--- src/rtl/ssd_bcd_display.sv ---
// ssd_bcd_display: sequential shift-and-add-3 binary-to-BCD converter driving DIGITS active-low 7-segment displays.
// Define SSD_LEADING_ZERO_BLANK_EN to blank leading zero digits (digit 0 is always shown).
module ssd_bcd_display #(
    parameter int unsigned BIN_W  = 24,
    parameter int unsigned DIGITS = 4
) (
    input  logic                clk,
    input  logic                rst,
    input  logic                in_valid,
    input  logic [BIN_W-1:0]    bin_in,
    output logic                in_ready,
    output logic [7*DIGITS-1:0] hex_out,
    output logic                done,
    output logic                overflow
);
    localparam int unsigned BCD_W = 4 * DIGITS;
    localparam int unsigned CNT_W = $clog2(BIN_W + 1);
    localparam logic [CNT_W-1:0] LAST_SHIFT = CNT_W'(BIN_W - 1);
    localparam logic [6:0] SEG_DASH  = 7'b0111111;
    localparam logic [6:0] SEG_BLANK = 7'b1111111;

    typedef enum logic [1:0] {IDLE, SHIFT, DONE} state_t;

    state_t               state, state_next;
    logic [BIN_W-1:0]     bin_sr;
    logic [BCD_W-1:0]     bcd, bcd_adj;
    logic                 ovf_acc;
    logic [CNT_W-1:0]     cnt;
    logic [7*DIGITS-1:0]  seg_next;
    logic [3:0]           nib;
`ifdef SSD_LEADING_ZERO_BLANK_EN
    logic                 lead;
`endif

    function automatic logic [6:0] seg7(input logic [3:0] n);
        case (n)
            4'd0:    seg7 = 7'b1000000;
            4'd1:    seg7 = 7'b1111001;
            4'd2:    seg7 = 7'b0100100;
            4'd3:    seg7 = 7'b0110000;
            4'd4:    seg7 = 7'b0011001;
            4'd5:    seg7 = 7'b0010010;
            4'd6:    seg7 = 7'b0000010;
            4'd7:    seg7 = 7'b1111000;
            4'd8:    seg7 = 7'b0000000;
            4'd9:    seg7 = 7'b0010000;
            default: seg7 = SEG_BLANK;
        endcase
    endfunction

    assign in_ready = (state == IDLE);

    always_ff @(posedge clk) begin
        if (rst) state <= IDLE;
        else     state <= state_next;
    end

    always_comb begin
        state_next = state;
        case (state)
            IDLE:    if (in_valid) state_next = SHIFT;
            SHIFT:   if (cnt == LAST_SHIFT) state_next = DONE;
            DONE:    state_next = IDLE;
            default: state_next = IDLE;
        endcase
    end

    always_comb begin
        bcd_adj = bcd;
        for (int unsigned i = 0; i < DIGITS; i++) begin
            if (bcd[4*i +: 4] >= 4'd5) bcd_adj[4*i +: 4] = bcd[4*i +: 4] + 4'd3;
        end
    end

    // Walk digits from the most significant down so leading zeros can be tracked in one pass.
    always_comb begin
        seg_next = '1;
        nib      = '0;
`ifdef SSD_LEADING_ZERO_BLANK_EN
        lead     = 1'b1;
`endif
        for (int unsigned j = 0; j < DIGITS; j++) begin
            nib = bcd[4*(DIGITS-1-j) +: 4];
            if (ovf_acc) begin
                seg_next[7*(DIGITS-1-j) +: 7] = SEG_DASH;
`ifdef SSD_LEADING_ZERO_BLANK_EN
            end else if (lead && nib == 4'd0 && j != DIGITS - 1) begin
                seg_next[7*(DIGITS-1-j) +: 7] = SEG_BLANK;
            end else begin
                lead = 1'b0;
                seg_next[7*(DIGITS-1-j) +: 7] = seg7(nib);
`else
            end else begin
                seg_next[7*(DIGITS-1-j) +: 7] = seg7(nib);
`endif
            end
        end
    end

    always_ff @(posedge clk) begin
        if (rst) begin
            bin_sr   <= '0;
            bcd      <= '0;
            ovf_acc  <= 1'b0;
            cnt      <= '0;
            hex_out  <= '1;
            done     <= 1'b0;
            overflow <= 1'b0;
        end else begin
            done <= 1'b0;
            case (state)
                IDLE: begin
                    if (in_valid) begin
                        bin_sr  <= bin_in;
                        bcd     <= '0;
                        ovf_acc <= 1'b0;
                        cnt     <= '0;
                    end
                end
                SHIFT: begin
                    {bcd, bin_sr} <= {bcd_adj[BCD_W-2:0], bin_sr, 1'b0};
                    ovf_acc       <= ovf_acc | bcd_adj[BCD_W-1];
                    cnt           <= cnt + CNT_W'(1);
                end
                DONE: begin
                    hex_out  <= seg_next;
                    overflow <= ovf_acc;
                    done     <= 1'b1;
                end
                default: ;
            endcase
        end
    end
endmodule

--- config.mk ---
export PLATFORM = sky130hd
export DESIGN_NAME = ssd_bcd_display
export DESIGN_NICKNAME = d
export VERILOG_FILES = /design/src/rtl/ssd_bcd_display.sv
export SDC_FILE = /design/constraint.sdc
export NUM_CORES = 1
export LEC_CHECK = 0
export CAP_MARGIN = 10
export CORE_MARGIN = 4
export CORE_UTILIZATION = 35
export CTS_CLUSTER_DIAMETER = 80
export CTS_CLUSTER_SIZE = 8
export DETAILED_ROUTE_END_ITERATION = 8
export GPL_TIMING_DRIVEN = 0
export SETUP_SLACK_MARGIN = 0.4
export SLEW_MARGIN = 20
export SYNTH_ARGS = -nofsm -noshare
export SYNTH_HDL_FRONTEND = slang
export SYNTH_SLANG_ARGS = --single-unit
--- constraint.sdc ---
create_clock -name clk -period 2.5 [get_ports clk]
set_input_delay 0.25 -clock clk [delete_from_list [all_inputs] [get_ports clk]]
set_output_delay 0.25 -clock clk [all_outputs]
set_load 0.02 [all_outputs]
## After elaboration in Yosys (flattened, before gate mapping)

Memories as Yosys holds them, arrays and structs flattened. A register that Yosys moved wholly into a read port is not among the register bits.
Index checks and enable logic that the tools add are counted.

| storage, ports and cells | value |
|---|---|
| register bits | 78 |
| latch bits | 0 |
| bits in writable memories | 0 |
| bits in read-only memories | 448 |
| input port bits | 27 |
| output and inout bits | 31 |
| word-level logic and storage cells | 59 |
| memories kept | 4 |

Memory list:

| name | depth | bits a word | rd ports | clocked after memory_dff | wr ports | RTL line | RTL |
|---|---|---|---|---|---|---|---|
| (no name shown) | 16 | 7 | 1 | 1 | 0 | 36 | `case (n)` |
| (no name shown) | 16 | 7 | 1 | 1 | 0 | 36 |  |
| (no name shown) | 16 | 7 | 1 | 1 | 0 | 36 |  |
| (no name shown) | 16 | 7 | 1 | 1 | 0 | 36 |  |

| operators by class | value |
|---|---|
| $add $sub $neg | 5 |
| multiply operators | 0 |
| divide/modulo/power cells | 0 |
| magnitude comparators | 4 |
| equal/unequal tests | 5 |
| shift operators | 0 |
| mux-type cells | 28 |
| bitwise gates (word level) | 1 |
| reduce and logical (&&, ||, !) cells | 4 |

Operator list:

| kind | count |
|---|---|
| two-way mux 4 bit | 12 |
| one-hot mux 24 bit (2 select lines) | 1 |
| one-hot mux 16 bit (2 select lines) | 1 |
| two-way mux 7 bit | 4 |
| two-way mux 24 bit | 1 |
| adder 4 x 2 -> 4 bit, second input constant | 4 |
| greater-or-equal comparator 4 x 3 -> 1 bit, second input constant | 4 |
| two-way mux 16 bit | 1 |
| one-hot mux 5 bit (2 select lines) | 1 |
| adder 5 x 1 -> 5 bit, second input constant | 1 |
| == test 5 bit, second input constant | 1 |
| two-way mux 5 bit | 1 |
| two-way mux 2 bit | 2 |
| inequality test 2 bit, second input constant | 2 |
| one-hot mux 2 bit (2 select lines) | 1 |
| AND reduction 2 bit | 2 |
| == test 2 x 1 -> 1 bit, second input constant | 1 |
| == test 2 bit, second input constant | 1 |
| logical NOT 2 bit | 1 |
| two-way mux 1 bit | 2 |
| one-hot mux 1 bit (2 select lines) | 1 |
| nonzero test 2 bit | 1 |
| bitwise OR 1 bit | 1 |

## Longest topological paths before layout

Gate-level depths: netlist of run 1.

| logic depth | value |
|---|---|
| word-level depth | 5 |
| depth in mapped cells | 10 |
| mapped depth without buffers | 10 |

## Worst setup path before layout of run 1

OpenSTA, ideal clock, no wires.

| timing path | value |
|---|---|
| kind | register to register |
| start | reg bcd[1] |
| end | reg with a tool-made name |
| library setup time | 0.074 ns |
| data arrival time | 2.222 ns |
| data required time | 2.426 ns |
| slack | 0.204 ns |
| cell stages (with the launch flop) | 10 |
| buffers on the path | 0 |
| period minus slack after synthesis | 2.296 ns |
| path through | dfxtp_1 > inv_1 > ha_1 > nand2b_1 > a2111o_1 > a31oi_1 > inv_1 > ha_1 > or3_1 > a31oi_1 |

RTL lines:

| item | RTL line | RTL |
|---|---|---|
| from (decl) | 26 | `logic [BCD_W-1:0] bcd, bcd_adj;` |
| from (signal assigned) | 121 | `{bcd, bin_sr} <= {bcd_adj[BCD_W-2:0], bin_sr, 1'b0};` |

==> flow_summary.ini, run 1 <==
[status]
status = finished, final reports clean

[yosys]
synth_cell_types = 57
avgSynthCellArea_um2 = 8.843
synth_nets = 635
synth_top_family_by_area = compound AO/OA/AOI/OAI gates
synth_compound_area_share_pct = 23.53
yosys.area_share.adder_pct = 7.087
synth_edf_count = 0
ys_ff_latch = 106
yosysWarnings = 0
yosys-mux-area-fraction_pct = 0.3910
synth_simple_gate_area_share_pct = 20.45
syn_area_mm2 = 0.005120
synthCells = 579
synth_seq_area_share_pct = 41.45
async_reset_ff_share_pct = 0
synth_xor_area_share_pct = 0
ys.flop_type = dfxtp_1

[layout]
layout.nets = 748
n_antenna_cell = 0
area_growth_pct = 41.67
fillerInstances = 1238
final_common_cell = dfxtp_1
drive_gt1_share_pct = 28.26
final_cells = 877
final_cell_mix = 95 x dfxtp_1, 66 x nand2_1, 55 x clkdlybuf4s50_1

[clock_network]
clk_path_buf_depth = 2
htree_num_levels = 3
clock-root-buffer = clkbuf_16
cts_hold_buffers = 0
cts_inserted_buffers = 9
cts_num_sinks = 106
clock_latency_ps = 360
cts.clk_slew.worst_paths_ps = 70
tritoncts = yes

[pwr]
p_total_uw = 3611
peakVddDrop_v = 0.0004954
p_leak_uw = 0.002898
power_density_mw_per_mm2 = 497.8

[flow_run]
max-cap-violations = 0

[floorplanning]
start_util_pct = 36.32
io_pins = 58
core-area_mm2 = 0.01410
rows = 43
chipHeight_um = 128.9
dieArea_mm2 = 0.01663
die_width_um = 128.9

[sta]
tightestPinTransition_ps = 677.0
hold_viol = 0
rsz0062_at_grt = true
maxSlewViolCount = 0
fin_crit_ps = 2163
finalSetupViolCount = 0
slew_headroom_pct = 54.86
fin_ws_ps = 336.7
hold_slack_ps = 395.9
skew_ps = 7.678
setup_tns_ps = 0
max_freq_ghz = 0.4622
min_period_over_period_pct = 86.53

[critical_path]
path_max_fanout = 7
setup.worst_path.class = reg2reg
crit_path_end_kind = register
cp-start-kind = register
crit_required_ps = 2720
reg2reg_from = bcd[8]
crit_arrival_ps = 2390
cp-startpoint = bcd[8]

[placed_design]
dpl_worst_slack_ps = -536.4
io_buffers = 57
dp.cells = 816
hpwl_um = 9135
place_congestion = 0.8640

[grt]
grt_overflow = 0
antenna_found_initial = 0
grt_pass1_wl_um = 21630
grt_usage_pct = 16.10
grt_pass1_vias = 4443
grt_max_degree = 18

[routing]
postRouteAntennaNets = 0
dr_total_vias = 4700
drt_iter0_markers = 204
wl_per_cell_um = 16.09
vias_per_cell = 5.359
wl_um = 14110
drcViolationCount = 0
drt_first_pass_iters = 5

[hold_path]
min_from = in_valid
holdCritPathClass = in2reg
-- worst max-delay path, stage by stage (launching register included) --
cell      delay, ps
dfxtp_4         370
inv_1           100
ha_4            160
and4bb_1        220
a211oi_2        320
or2_1           290
inv_2           160
nor3_2          320
a311oi_2         90
-- cells by family after synthesis --
group,after synthesis
AO/OA/AOI/OAI,151
adder cells (fa/ha/maj),29
buffers and inverters,86
flip-flops,106
multiplexers,2
AND/OR/NAND/NOR,205
-- what timing repair did --
action,in CTS,in global routing
setup buffers,20,25
setup endpoints to repair,56,36
pin swaps,18,29
resized for setup,55,95
-- report_power, final --
group          internal [uW]  switching [uW]
sequential              1730            22.3
clock                    908             648
combinational            135             171
total                   2770             841
-- final cells by class --
type	instances	area, um2	area share (%)
tap	180	225.2	3.105
multi-input combinational	387	3219	44.39
buffer	35	207.7	2.864
clock inverter	6	88.84	1.225
clock buffer	10	239.0	3.295
inverter	51	209.0	2.881
timing repair buffer	102	920.9	12.70
sequential	106	2143	29.55
-- synth_stat cells (all sizes together) (4+ instances only) --
master	number	area, um2
dfxtp	106	2122
nand2	66	247.7
inv	51	191.4
nor3	33	165.2
nand3	31	155.2
ha	29	362.9
a21oi	25	125.1
nor2	25	96.35
a221oi	24	234.0
o22ai	23	143.9
clkbuf	18	67.56
buf	17	103.9
o21ai	14	70.07
nand2b	13	88.83
a211oi	12	142.6
a2111oi	10	117.6
and2	10	62.56
a22oi	7	52.55
and3	7	58.80
a211o	6	52.55
a21o	6	45.04
a311oi	5	50.04
a311o	4	40.04
a31oi	4	25.02
nand3b	4	30.03
-- worst paths after layout --
check | to | slack, ps | depth (start not counted)
setup / recovery | register | 340 | 8
hold / removal | bin_sr[0] | 400 | 3
setup reg to reg | register | 340 | 8
hold reg to reg | hex_out[22] | 440 | 2
-- metrics by stage --
stage          cell area [um2]  util [%]
2_1_floorplan             5140         -
3_3_place_gp              5936     42.11
3_5_place_dp              5936     42.11
4_1_cts                   6626     47.01
5_1_grt                   7253     51.46
6_report                  7253     51.46
-- per-layer routing --
metal,up-vias,GRT usage [%],share of wire [%]
li1,2306,-,-
met1,2240,21.09,45
met2,127,25.73,48
met3,27,3.445,5.2
met4,0,6.733,2.6
met5,-,0,0
(Power assumes the default switching activity.)
==> run 2: changes to the inputs <==
- CORE_ASPECT_RATIO: not set -> 1.1
==> run 2 against run 1 <==
  * Worst hold slack improved by 18 ps
  * Sequential share of layout area rose by 0.54 points
  * Sequential cell count did not move
  * Global-route usage fell by 0.26 points
  * Highest routed layer unchanged
  * Maximum frequency rose by 0.39%
  * Largest cell class unchanged
  * Via count fell by 1.5%
  * Critical path type unchanged
  * Power fell by 3.7%
  * Clock skew rose by 2.6 ps
==> flow_summary.ini, run 2 (synthesis gave the netlist of run 1 again) <==
[status]
status = finished, final reports clean

[critical_path]
r2r_slack_ps = 350
path_max_fanout = 7
slowest_stage = a2111oi_1
reg2reg_from = bcd[9]
cp_cell_sequence = inv_6 -> ha_4 -> nand2b_4 -> a2111oi_1 -> a211oi_4 -> a311oi_1
crit_required_ps = 2720
crit_arrival_ps = 2370
max_stage_delay_ps = 700
setup.worst_path.class = reg2reg
worstRegToRegCells = 6
crit_path_end_kind = register
cp-start-kind = register

[layout]
layout.nets = 738
multi_input_area_mm2 = 0.003201
final_common_cell = dfxtp_1
regArea_mm2 = 0.002147
area_growth_pct = 39.37
fillerInstances = 1368
n_antenna_cell = 0
final_cell_mix = 96 x dfxtp_1, 66 x nand2_1, 54 x clkdlybuf4s50_1
drive_gt1_share_pct = 27.07

[hold_path]
holdCritPathClass = in2reg
min_path_cells = 3
min_from = in_valid
hold_end = bin_sr[0]

[routing]
vias_per_cell = 5.267
drcViolationCount = 0
drt_iter0_markers = 200
dr_total_vias = 4630
postRouteAntennaNets = 0
wl_um = 13820
drt_first_pass_iters = 4
wl_per_cell_um = 15.72

[pwr]
p_leak_uw = 0.002840
power_density_mw_per_mm2 = 487.5
p_total_uw = 3479
peakVddDrop_v = 0.0002663

[grt]
grt_overflow = 0
grt_pass1_vias = 4433
antenna_found_initial = 0
grt_max_degree = 17
grt_usage_pct = 15.84
grt_pass1_wl_um = 21410

[clock_network]
htree_num_levels = 3
cts_hold_buffers = 0
cts_num_sinks = 106
clock_latency_ps = 350
tritoncts = yes
cts_inserted_buffers = 9
clk_path_buf_depth = 2
cts.clk_slew.worst_paths_ps = 70
clock-root-buffer = clkbuf_16

[floorplanning]
start_util_pct = 35.58
die_width_um = 123.3
dieArea_mm2 = 0.01663
core-area_mm2 = 0.01439
chipHeight_um = 134.9
rows = 46
io_pins = 58

[sta]
maxSlewViolCount = 0
finalSetupViolCount = 0
slew_headroom_pct = 51.77
rsz0062_at_grt = true
fin_crit_ps = 2155
skew_ps = 10.29
hold_viol = 0
max_freq_ghz = 0.4641
setup_tns_ps = 0
tightestPinTransition_ps = 723.4
min_period_over_period_pct = 86.20

[placed_design]
io_buffers = 57
hpwl_um = 9037
place_congestion = 0.8590

[flow_run]
max-cap-violations = 0
run 2: cell types whose count changed in the layout (fill, tap and decap cells not counted), moves of 3 or more:
cell      delta
a211oi_4     +3
nor3_2       +3
a211oi_2     -3
clkbuf_1     +3
buf_4        -9
dfxtp_2      -3
run 2: cell type report:
class | instances | share of cell area [%]
inverter | 51 | 2.963
clock inverter | 4 | 0.7189
tap | 192 | 3.367
timing repair buffer | 92 | 11.78
clock buffer | 12 | 3.454
buffer | 35 | 2.770
multi-input combinational | 387 | 44.85
sequential | 106 | 30.09
run 2: repair_timing:
| item | CTS | global route |
|---|---|---|
| pin swaps | 18 | 28 |
| gates resized for setup | 54 | 88 |
| buffers inserted | 22 | 13 |
| setup endpoints to repair | 57 | 38 |
run 2: worst max-delay path by stage:
stage	from	cells past startpoint	slack, ps	endpoint
after CTS	bcd[1]	9	320	register
after floorplan	bcd[1]	9	410	register
after global routing	bcd[1]	9	270	register
after global placement	rst	10	-500	register
after detailed placement	rst	10	-510	register
final	bcd[9]	6	350	register
run 2: critical path: cells and delay by family (launching register included):
kind / cells / cell delay [ps]
AOI/OAI and AO/OA: 3 / 1290
and+or+nand+nor: 1 / 170
buffers and inverters: 1 / 40
DFF: 1 / 380
adders and majority gates: 1 / 140
run 2: layer usage:
layer  wire, um  part of all wire (%)  global-route usage (%)
met4        266                   1.9                   5.169
met5          0                     0                       0
met3        688                   5.0                   2.681
met2       6790                    49                   26.99
met1       6072                    44                   20.28
run 2: through the flow:
stage / std cells / worst slack [ps] / utilization, % / hold WS (ps) / instance area, um2
finish: 879 / 345.1 / 49.59 / 414.2 / 7136
global route: 879 / 267.9 / 49.59 / 468.0 / 7136
CTS: 866 / 318.3 / 45.95 / 445.3 / 6611
detailed placement: 828 / -514.9 / 41.36 / 428.5 / 5951
global placement: 828 / -495.6 / 41.36 / 428.2 / 5951
floorplan: 579 / 406.8 / - / 415.9 / 5140
run 2: power breakdown:
group | switching (uW) | internal [uW] | total (uW)
sequential | 22.3 | 1720 | 1750
combinational | 167 | 131 | 298
clock | 629 | 805 | 1430
total | 818 | 2660 | 3480
==> run 3: changes to the inputs <==
- MAX_ROUTING_LAYER: not set -> met4
- SLEW_MARGIN: 20 -> 15
==> run 3 against run 2 <==
  * Sequential cell count unchanged
  * Sequential share of layout area is 0.074 points higher
  * Critical path depth grew 3
  * Final cell count decreased by 0.11%
  * Combinational power barely moved
  * Die area is the same
  * Global-route usage up 0.45 points
==> flow_summary.ini, run 3 (synthesis gave the netlist of run 1 again) <==
[clock_network]
cts.clk_slew.worst_paths_ps = 70
cts_hold_buffers = 0
tritoncts = yes
cts_num_sinks = 106
htree_num_levels = 3
clock-root-buffer = clkbuf_16
cts_inserted_buffers = 9
clock_latency_ps = 350
clk_path_buf_depth = 2

[layout]
layout.nets = 737
final_cell_mix = 96 x dfxtp_1, 66 x nand2_1, 55 x clkdlybuf4s50_1
drive_gt1_share_pct = 26.82
n_antenna_cell = 0
final_common_cell = dfxtp_1
multi_input_area_mm2 = 0.003196
area_growth_pct = 39.03
regArea_mm2 = 0.002147
fillerInstances = 1365
final_core_util_pct = 49.47

[sta]
rsz0062_at_grt = true
hold_viol = 0
skew_ps = 9.211
maxSlewViolCount = 0
tightestPinTransition_ps = 688.5
min_period_over_period_pct = 85.57
finalSetupViolCount = 0
fin_crit_ps = 2139
fin_ws_ps = 360.7
max_freq_ghz = 0.4674
slew_headroom_pct = 53.98

[placed_design]
hpwl_um = 9037
dpl_worst_slack_ps = -514.9
place_congestion = 0.8728
io_buffers = 57

[routing]
drt_first_pass_iters = 4
postRouteAntennaNets = 0
wl_um = 13630
drcViolationCount = 0
wl_per_cell_um = 15.52
vias_per_cell = 5.251
dr_total_vias = 4610
drt_iter0_markers = 160

[critical_path]
cp_cell_sequence = inv_2 -> ha_4 -> nand2b_4 -> a2111o_1 -> a31oi_4 -> inv_2 -> ha_4 -> or3_1 -> a31oi_1
critPathBufInv = 2
slowest_stage = a2111o_1
crit_path_end_kind = register
max_stage_delay_ps = 420
setup.worst_path.class = reg2reg
r2r_slack_ps = 360
path_max_fanout = 5
crit_required_ps = 2770
path_delay_family = compound AO/OA/AOI/OAI gates
crit_arrival_ps = 2410
reg2reg_from = bcd[0]
worstRegToRegCells = 9
cp-start-kind = register

[hold_path]
min_path_cells = 2
holdCritPathClass = reg2reg
hold_end = hex_out[22]

[grt]
grt_pass1_vias = 4430
grt_pass1_wl_um = 21390
antenna_found_initial = 0
grt_max_degree = 17
grt_overflow = 0
grt_usage_pct = 16.30

[floorplanning]
dieArea_mm2 = 0.01663
chipHeight_um = 134.9
io_pins = 58
rows = 46
core-area_mm2 = 0.01439
start_util_pct = 35.58
die_width_um = 123.3

[flow_run]
max-cap-violations = 0

[pwr]
power_density_mw_per_mm2 = 487.6
peakVddDrop_v = 0.0002632
p_leak_uw = 0.002824

[status]
status = finished, final reports clean
[run 3: cell types whose count changed in the layout (fill, tap and decap cells not counted)]
| cell | delta |
|---|---|
| inv_6 | -1 |
| buf_4 | -1 |
| nor3_1 | +1 |
| clkdlybuf4s50_1 | +1 |
| inv_4 | +1 |
| dlymetal6s2s_1 | -1 |
| nor3_2 | -1 |
[run 3: timing repair]
item / in CTS / in global routing
pin swaps: 18 / 28
endpoints found under the setup margin: 57 / 37
gates resized for setup: 54 / 85
buffers inserted: 22 / 12
[run 3: how the worst max path moves through the flow]
stage / end / slack [ps] / start / cells after the start
after floorplan: register / 410 / bcd[1] / 9
after global placement: register / -500 / rst / 10
after detailed placement: register / -510 / rst / 10
after CTS: register / 320 / bcd[1] / 9
after global routing: register / 270 / bcd[1] / 9
final: register / 360 / bcd[0] / 9
[run 3: cell type report]
type                            instances  share of cell area [%]
Multi-Input combinational cell        387                   44.89
Sequential cell                       106                   30.16
Timing Repair Buffer                   91                   11.67
Clock buffer                           12                   3.463
Tap cell                              192                   3.375
Inverter                               51                   2.935
Buffer                                 35                   2.777
Clock inverter                          4                  0.7207
[run 3: worst reg2reg max path: stages, from the launching register on]
cell and delay [ps]:
dfxtp_4 370, inv_2 100, ha_4 160, nand2b_4 70, a2111o_1 420, a31oi_4 180
inv_2 80, ha_4 160, or3_1 330, a31oi_1 200
[run 3: layer usage]
metal  global-route usage, %  up-vias  routed length, um
met5                       -        -                  0
met4                   4.800        0                287
met3                   2.849       27                560
met2                   27.05      107               6734
met1                   20.28     2188               6045
li1                        -     2288                  -
[run 3: through the flow]
stage	TNS [ps]	total power, uW	hold WS (ps)	instance area, um2	cells
global route	0	3585	468.0	7118	878
global placement	-14080	2047	428.2	5951	828
finish	0	3471	441.2	7118	878
CTS	0	3484	445.3	6611	866
detailed placement	-15200	2055	428.5	5951	828
floorplan	0	1949	415.9	5140	579
[run 3: report_power, final]
part	switching [uW]	total (uW)	leakage [uW]	internal, uW
logic	165	297	0.00181	131
clock network	622	1430	0.000143	805
registers	22.5	1750	0.000869	1720
total	810	3470	0.00282	2660
==> patch 1, RTL diff (settings of run 3) <==
Add a define of `SSD_LEADING_ZERO_BLANK_EN`.
--- a/src/rtl/ssd_bcd_display.sv
+++ b/src/rtl/ssd_bcd_display.sv
@@ -1,4 +1,6 @@
 // ssd_bcd_display: sequential shift-and-add-3 binary-to-BCD converter driving DIGITS active-low 7-segment displays.
 // Define SSD_LEADING_ZERO_BLANK_EN to blank leading zero digits (digit 0 is always shown).
+`define SSD_LEADING_ZERO_BLANK_EN
+
 module ssd_bcd_display #(
     parameter int unsigned BIN_W  = 24,
Function: same outputs for any inputs over 10 cycles, from zero or initial values and one cycle with rst high; that may be too few to reach the edited logic, so the function may still have changed.
==> patch 1 against run 3 <==
Count of clock-buffer cells in the layout fell by 2. Sequential cell count stayed put. Die area fell by 1.6%. Design area up 0.77%. Power decreased by 2.5%. Clock power decreased by 7%. Critical path depth rose by 1. Setup slack lost 0.029 ns. Non-clock buffer count grew 10. Wire length increased by 3.1%. Cell count is 0.57% lower. Area after synthesis down 1.7%. Critical path type unchanged. Largest cell class unchanged. Highest routed layer unchanged.
==> patch 1: results (changes against run 3) <==
INFO  metric power.static_leakage = 2.76 nW (-2.2%)
INFO  metric post_synth_main_area_contributors = dfxtp_1, ha_1, o22ai_1
INFO  metric fillers = 1,318 (-3.4%)
INFO  metric grt_max_degree = 18 (+1)
INFO  metric grt_usage = 17.4% (+1.1 points)
INFO  metric slowest_delay = 0.39 ns (-0.03 ns)
INFO  metric grt_antenna_before_repair = 0 (unchanged)
INFO  metric vdd.ir_drop.worst = 0.300 mV (+14%)
INFO  metric postPlaceCellArea = 0.00586 mm2 (-1.5%)
INFO  metric cts.reportedPaths.clkPinSlew = 0.07 ns (about the same)
INFO  metric routed_wirelength = 14,000 um (+3.1%)
INFO  metric drt_pre_antenna_iters = 5 (+1)
INFO  metric routabilityCongestion = 0.894 (+2.4%)
INFO  metric min_delay_worst_type = in -> reg
INFO  metric cell_internal_pwr = 2.55 mW (-4.2%)
INFO  metric crit_arrival = 2.39 ns (-0.02 ns)
INFO  metric count_of_unique_library_cells_instantiated_by_yosys = 69 (+21%)
INFO  metric layout.nets = 738 (+0.14%)
INFO  metric grt_pass1_wl = 22,300 um (+4.5%)
INFO  metric avgViaCountPerCell = 5.40 (+2.9%)
INFO  metric drive_above_1_share = 27.9% (+1.1 points)
INFO  metric drt_first_iter_violations = 331 (+110%)
INFO  metric first_global_vias = 4,656 (+5.1%)
INFO  metric clk_root_buffer_cell = clkbuf_16
INFO  metric predominant_post_synthesis_flop_cell = dfxtp_1
INFO  metric tightest_slew = 0.712 ns (+0.0237 ns)
INFO  metric synth_fp_nets = 628 (-1.1%)
INFO  metric place_ws = -0.307 ns (+0.208 ns)
INFO  metric synthTopCellsByCount = dfxtp_1, inv_1, nand2_1
INFO  metric cts_buffers = 9 (unchanged)
INFO  metric outcome = completed
INFO  metric finClkSkew = 0.00668 ns (-0.00253 ns)
INFO  metric hpwl = 9130 um (+1.1%)
INFO  metric synth_seq_area_share = 42.1% (+0.70 points)
INFO  metric fraction_of_registers_with_async_set_or_reset_after_synthesis = 0% (unchanged)
INFO  metric clock_insertion_delay_worst_skew = 0.35 ns (about the same)
INFO  metric cpMaxStageDelayCell = or3b_4
## patch 1: changes by cell type in the layout (fill, tap and decap cells not counted), sizes merged, moves of 6 or more
cell     delta
nand3      -18
nor2       +10
and2        -8
and3        -6
nor3       -14
o22ai      +18
buf         +7
a2111oi     -7
o21ai       +9
nand2      -21
## patch 1: per-stage QoR
step	hold slack, ns	utilization [%]	power [mW]	TNS [ns]	std cells
after CTS	0.443	47.3	3.40	0	853
final	0.404	51.4	3.39	0	873
after global placement	0.421	42.0	2.03	-3.90	815
after detailed placement	0.427	42.0	2.04	-3.42	815
after floorplan	0.416	-	1.93	0	570
after global routing	0.430	51.4	3.53	0	873
## patch 1: layer usage
metal / track usage [%] / up-vias / wire (um)
li1: - / 2312 / -
met4: 9.15 / 0 / 475
met5: - / - / 0
met3: 3.84 / 35 / 660
met1: 21.2 / 2230 / 6170
met2: 26.8 / 140 / 6740
## patch 1: worst register-to-register path, stage by stage, from the launching register on
cell	delay, ns
dfxtp_2	0.34
buf_6	0.10
or3b_4	0.40
buf_8	0.15
a2111o_1	0.34
o211ai_4	0.16
buf_12	0.15
ha_4	0.12
nand2_1	0.05
a2bb2oi_1	0.18
nor2_1	0.06
## patch 1: repair_timing
action                                  4_1_cts  5_1_grt
gates resized for setup                      80       96
hold buffers                                  0        0
endpoints found under the setup margin       66       67
pin swaps                                    16       34
setup buffers                                22       20
## patch 1: cell type report
class / instances / area share (%)
Multi-Input combinational cell: 375 / 44.4
Sequential cell: 106 / 29.8
Timing Repair Buffer: 99 / 13.0
Tap cell: 188 / 3.28
Clock buffer: 10 / 3.19
Inverter: 52 / 2.91
Buffer: 37 / 2.76
Clock inverter: 6 / 0.593
## patch 1: cells by family (layout without fill, tap and decap cells)
kind of cell    count (synthesis)  count (layout)  share of synthesized area, %
xor+xnor                        1               1                         0.174
buf+inv                        89             204                          7.01
mux                             1               1                         0.199
compound gates                185             185                          26.9
simple gates                  157             157                          15.8
flops                         106             106                          42.1
fa+ha+maj                      31              31                          7.70
## patch 1: final timing paths
path / to / startpoint / slack [ns] / depth (start not counted)
max reg2reg: flip-flop / state[0]$_SDFFE_PP0P_ / 0.33 / 10
max: flip-flop / state[0]$_SDFFE_PP0P_ / 0.33 / 10
min: bin_sr[0]$_SDFFE_PP0N_ / in_valid / 0.40 / 3
min reg2reg: hex_out[10]$_SDFFE_PP1P_ / flip-flop / 0.44 / 2
## patch 1: power groups by stage
stage | combinational (mW) | sequential (mW) | clock, mW
final | 0.306 | 1.75 | 1.33
after global placement | 0.240 | 1.79 | 0
after CTS | 0.282 | 1.75 | 1.37
after global routing | 0.334 | 1.75 | 1.44
after detailed placement | 0.247 | 1.79 | 0
after floorplan | 0.150 | 1.78 | 0
==> patch 2, RTL diff (config.mk and constraints of run 3) <==
Without the edit above. Register the output `overflow` once more, with the module's reset; this adds one clock of latency there. The other outputs are not delayed to match.
--- a/src/rtl/ssd_bcd_display.sv
+++ b/src/rtl/ssd_bcd_display.sv
@@ -21,4 +21,6 @@
 
     typedef enum logic [1:0] {IDLE, SHIFT, DONE} state_t;
+
+    logic overflow_s0;
 
     state_t               state, state_next;
@@ -106,5 +108,5 @@
             hex_out  <= '1;
             done     <= 1'b0;
-            overflow <= 1'b0;
+            overflow_s0 <= 1'b0;
         end else begin
             done <= 1'b0;
@@ -125,5 +127,5 @@
                 DONE: begin
                     hex_out  <= seg_next;
-                    overflow <= ovf_acc;
+                    overflow_s0 <= ovf_acc;
                     done     <= 1'b1;
                 end
@@ -132,4 +134,12 @@
         end
     end
+    always_ff @(posedge clk) begin
+        if (rst) begin
+            overflow <= '0;
+        end else begin
+            overflow <= overflow_s0;
+        end
+    end
+
 endmodule
 
Behaviour: same outputs for any inputs over 10 cycles, from zero or initial values and one cycle with rst high; that may be too few to reach the edited logic, so the function may still have changed.
==> patch 2 against run 3 <==
Power is 2.7% higher. Clock skew down 0.0014 ns. Sequential cell count grew 1. Worst hold slack got worse by 0.086 ns. Design area up 2.7%. Setup slack improved by 0.020 ns. Critical path type unchanged. Wire length is 6.2% higher. Area after synthesis rose by 2.8%.
==> patch 2: results (changes against run 3) <==
INFO  metric grt_use_met3 = 3.86% (+1.0 points)
INFO  metric finClkSkew = 0.00785 ns (-0.00137 ns)
INFO  metric final.signal_inverter_count = 26 (-49%)
INFO  metric whs_path_depth = 3 (+1)
INFO  metric outcome = completed
INFO  metric post_synth_main_area_contributors = dfxtp_1, ha_1, nand2_1
INFO  metric vdd.ir_drop.worst = 0.249 mV (-5.5%)
INFO  metric detail_route.wl_per_cell = 16.1 um (+3.7%)
INFO  metric met2WireLength = 7170 um (+6.5%)
INFO  metric min_delay_worst_type = in -> reg
INFO  metric grt.met1_usage = 20.5% (+0.18 points)
INFO  metric place_inst = 843 (+1.8%)
INFO  metric synthesis.area_per_instance = 8.84 um2 (about the same)
INFO  metric multi_input_area = 0.00331 mm2 (+3.5%)
INFO  metric timing.reg2reg.worst_path_depth = 8 (-1)
INFO  metric grt_usage = 17.1% (+0.78 points)
INFO  metric flops_latches_synth = 107 (+0.94%)
INFO  metric clock_cell_area_share = 4.30% (+0.11 points)
INFO  metric fin_worst_hold_slack = 0.356 ns (-0.0857 ns)
INFO  metric grt_max_degree = 16 (-1)
INFO  metric fillers = 1,369 (+0.29%)
INFO  metric grt_pass1_wl = 23,000 um (+7.4%)
INFO  metric worstPathMaxFanout = 7 (+2)
INFO  metric routabilityCongestion = 0.823 (-5.8%)
INFO  metric signal_buffer_area_fraction = 15.9% (+1.5 points)
INFO  metric port_buffers = 56 (-1.8%)
## patch 2: kinds of logic after synthesis
kind of cell               synth area share, %
xor gates and xnor gates                 0.499
AOI/OAI and AO/OA                         20.5
muxes                                     4.59
adders and majority gates                 6.90
buffers and inverters                     6.18
DFF                                       40.7
and+or+nand+nor                           20.6
## patch 2: power by group
part	leakage, nW	internal [mW]	switching [mW]
sequential	0.876	1.74	0.0237
clock	0.155	0.882	0.606
combinational	1.94	0.142	0.174
## patch 2: worst max-delay path by stage
stage,from,endpoint,slack (ns),cells after the start
floorplan,state[0]$_SDFFE_PP0P_,flip-flop,0.41,9
global placement,in_valid,flip-flop,-0.19,10
detailed placement,in_valid,flip-flop,-0.25,10
CTS,bcd[1]$_SDFFE_PP0N_,flip-flop,0.38,10
global route,state[0]$_SDFFE_PP0P_,flip-flop,0.27,8
finish,state[0]$_SDFFE_PP0P_,flip-flop,0.38,8
## patch 2: critical path: stages (launching register included)
cell	delay, ns
dfxtp_4	0.37
buf_8	0.13
buf_6	0.12
buf_4	0.14
and4bb_2	0.25
a221oi_4	0.32
o311ai_1	0.25
a21oi_1	0.29
a311oi_1	0.09
## patch 2: stage by stage
stage,setup TNS (ns),setup slack [ns],power [mW],area (um2)
after floorplan,0,0.406,1.97,5310
after global placement,-0.821,-0.186,2.07,6110
after detailed placement,-1.27,-0.247,2.08,6110
after CTS,0,0.378,3.58,6890
after global routing,0,0.275,3.70,7310
final,0,0.380,3.57,7310
## patch 2: what timing repair did
item / CTS / global route
setup endpoints to repair: 27 / 47
pin swaps: 21 / 32
cloned: 0 / 0
buffers inserted: 23 / 17
resized for setup: 70 / 80
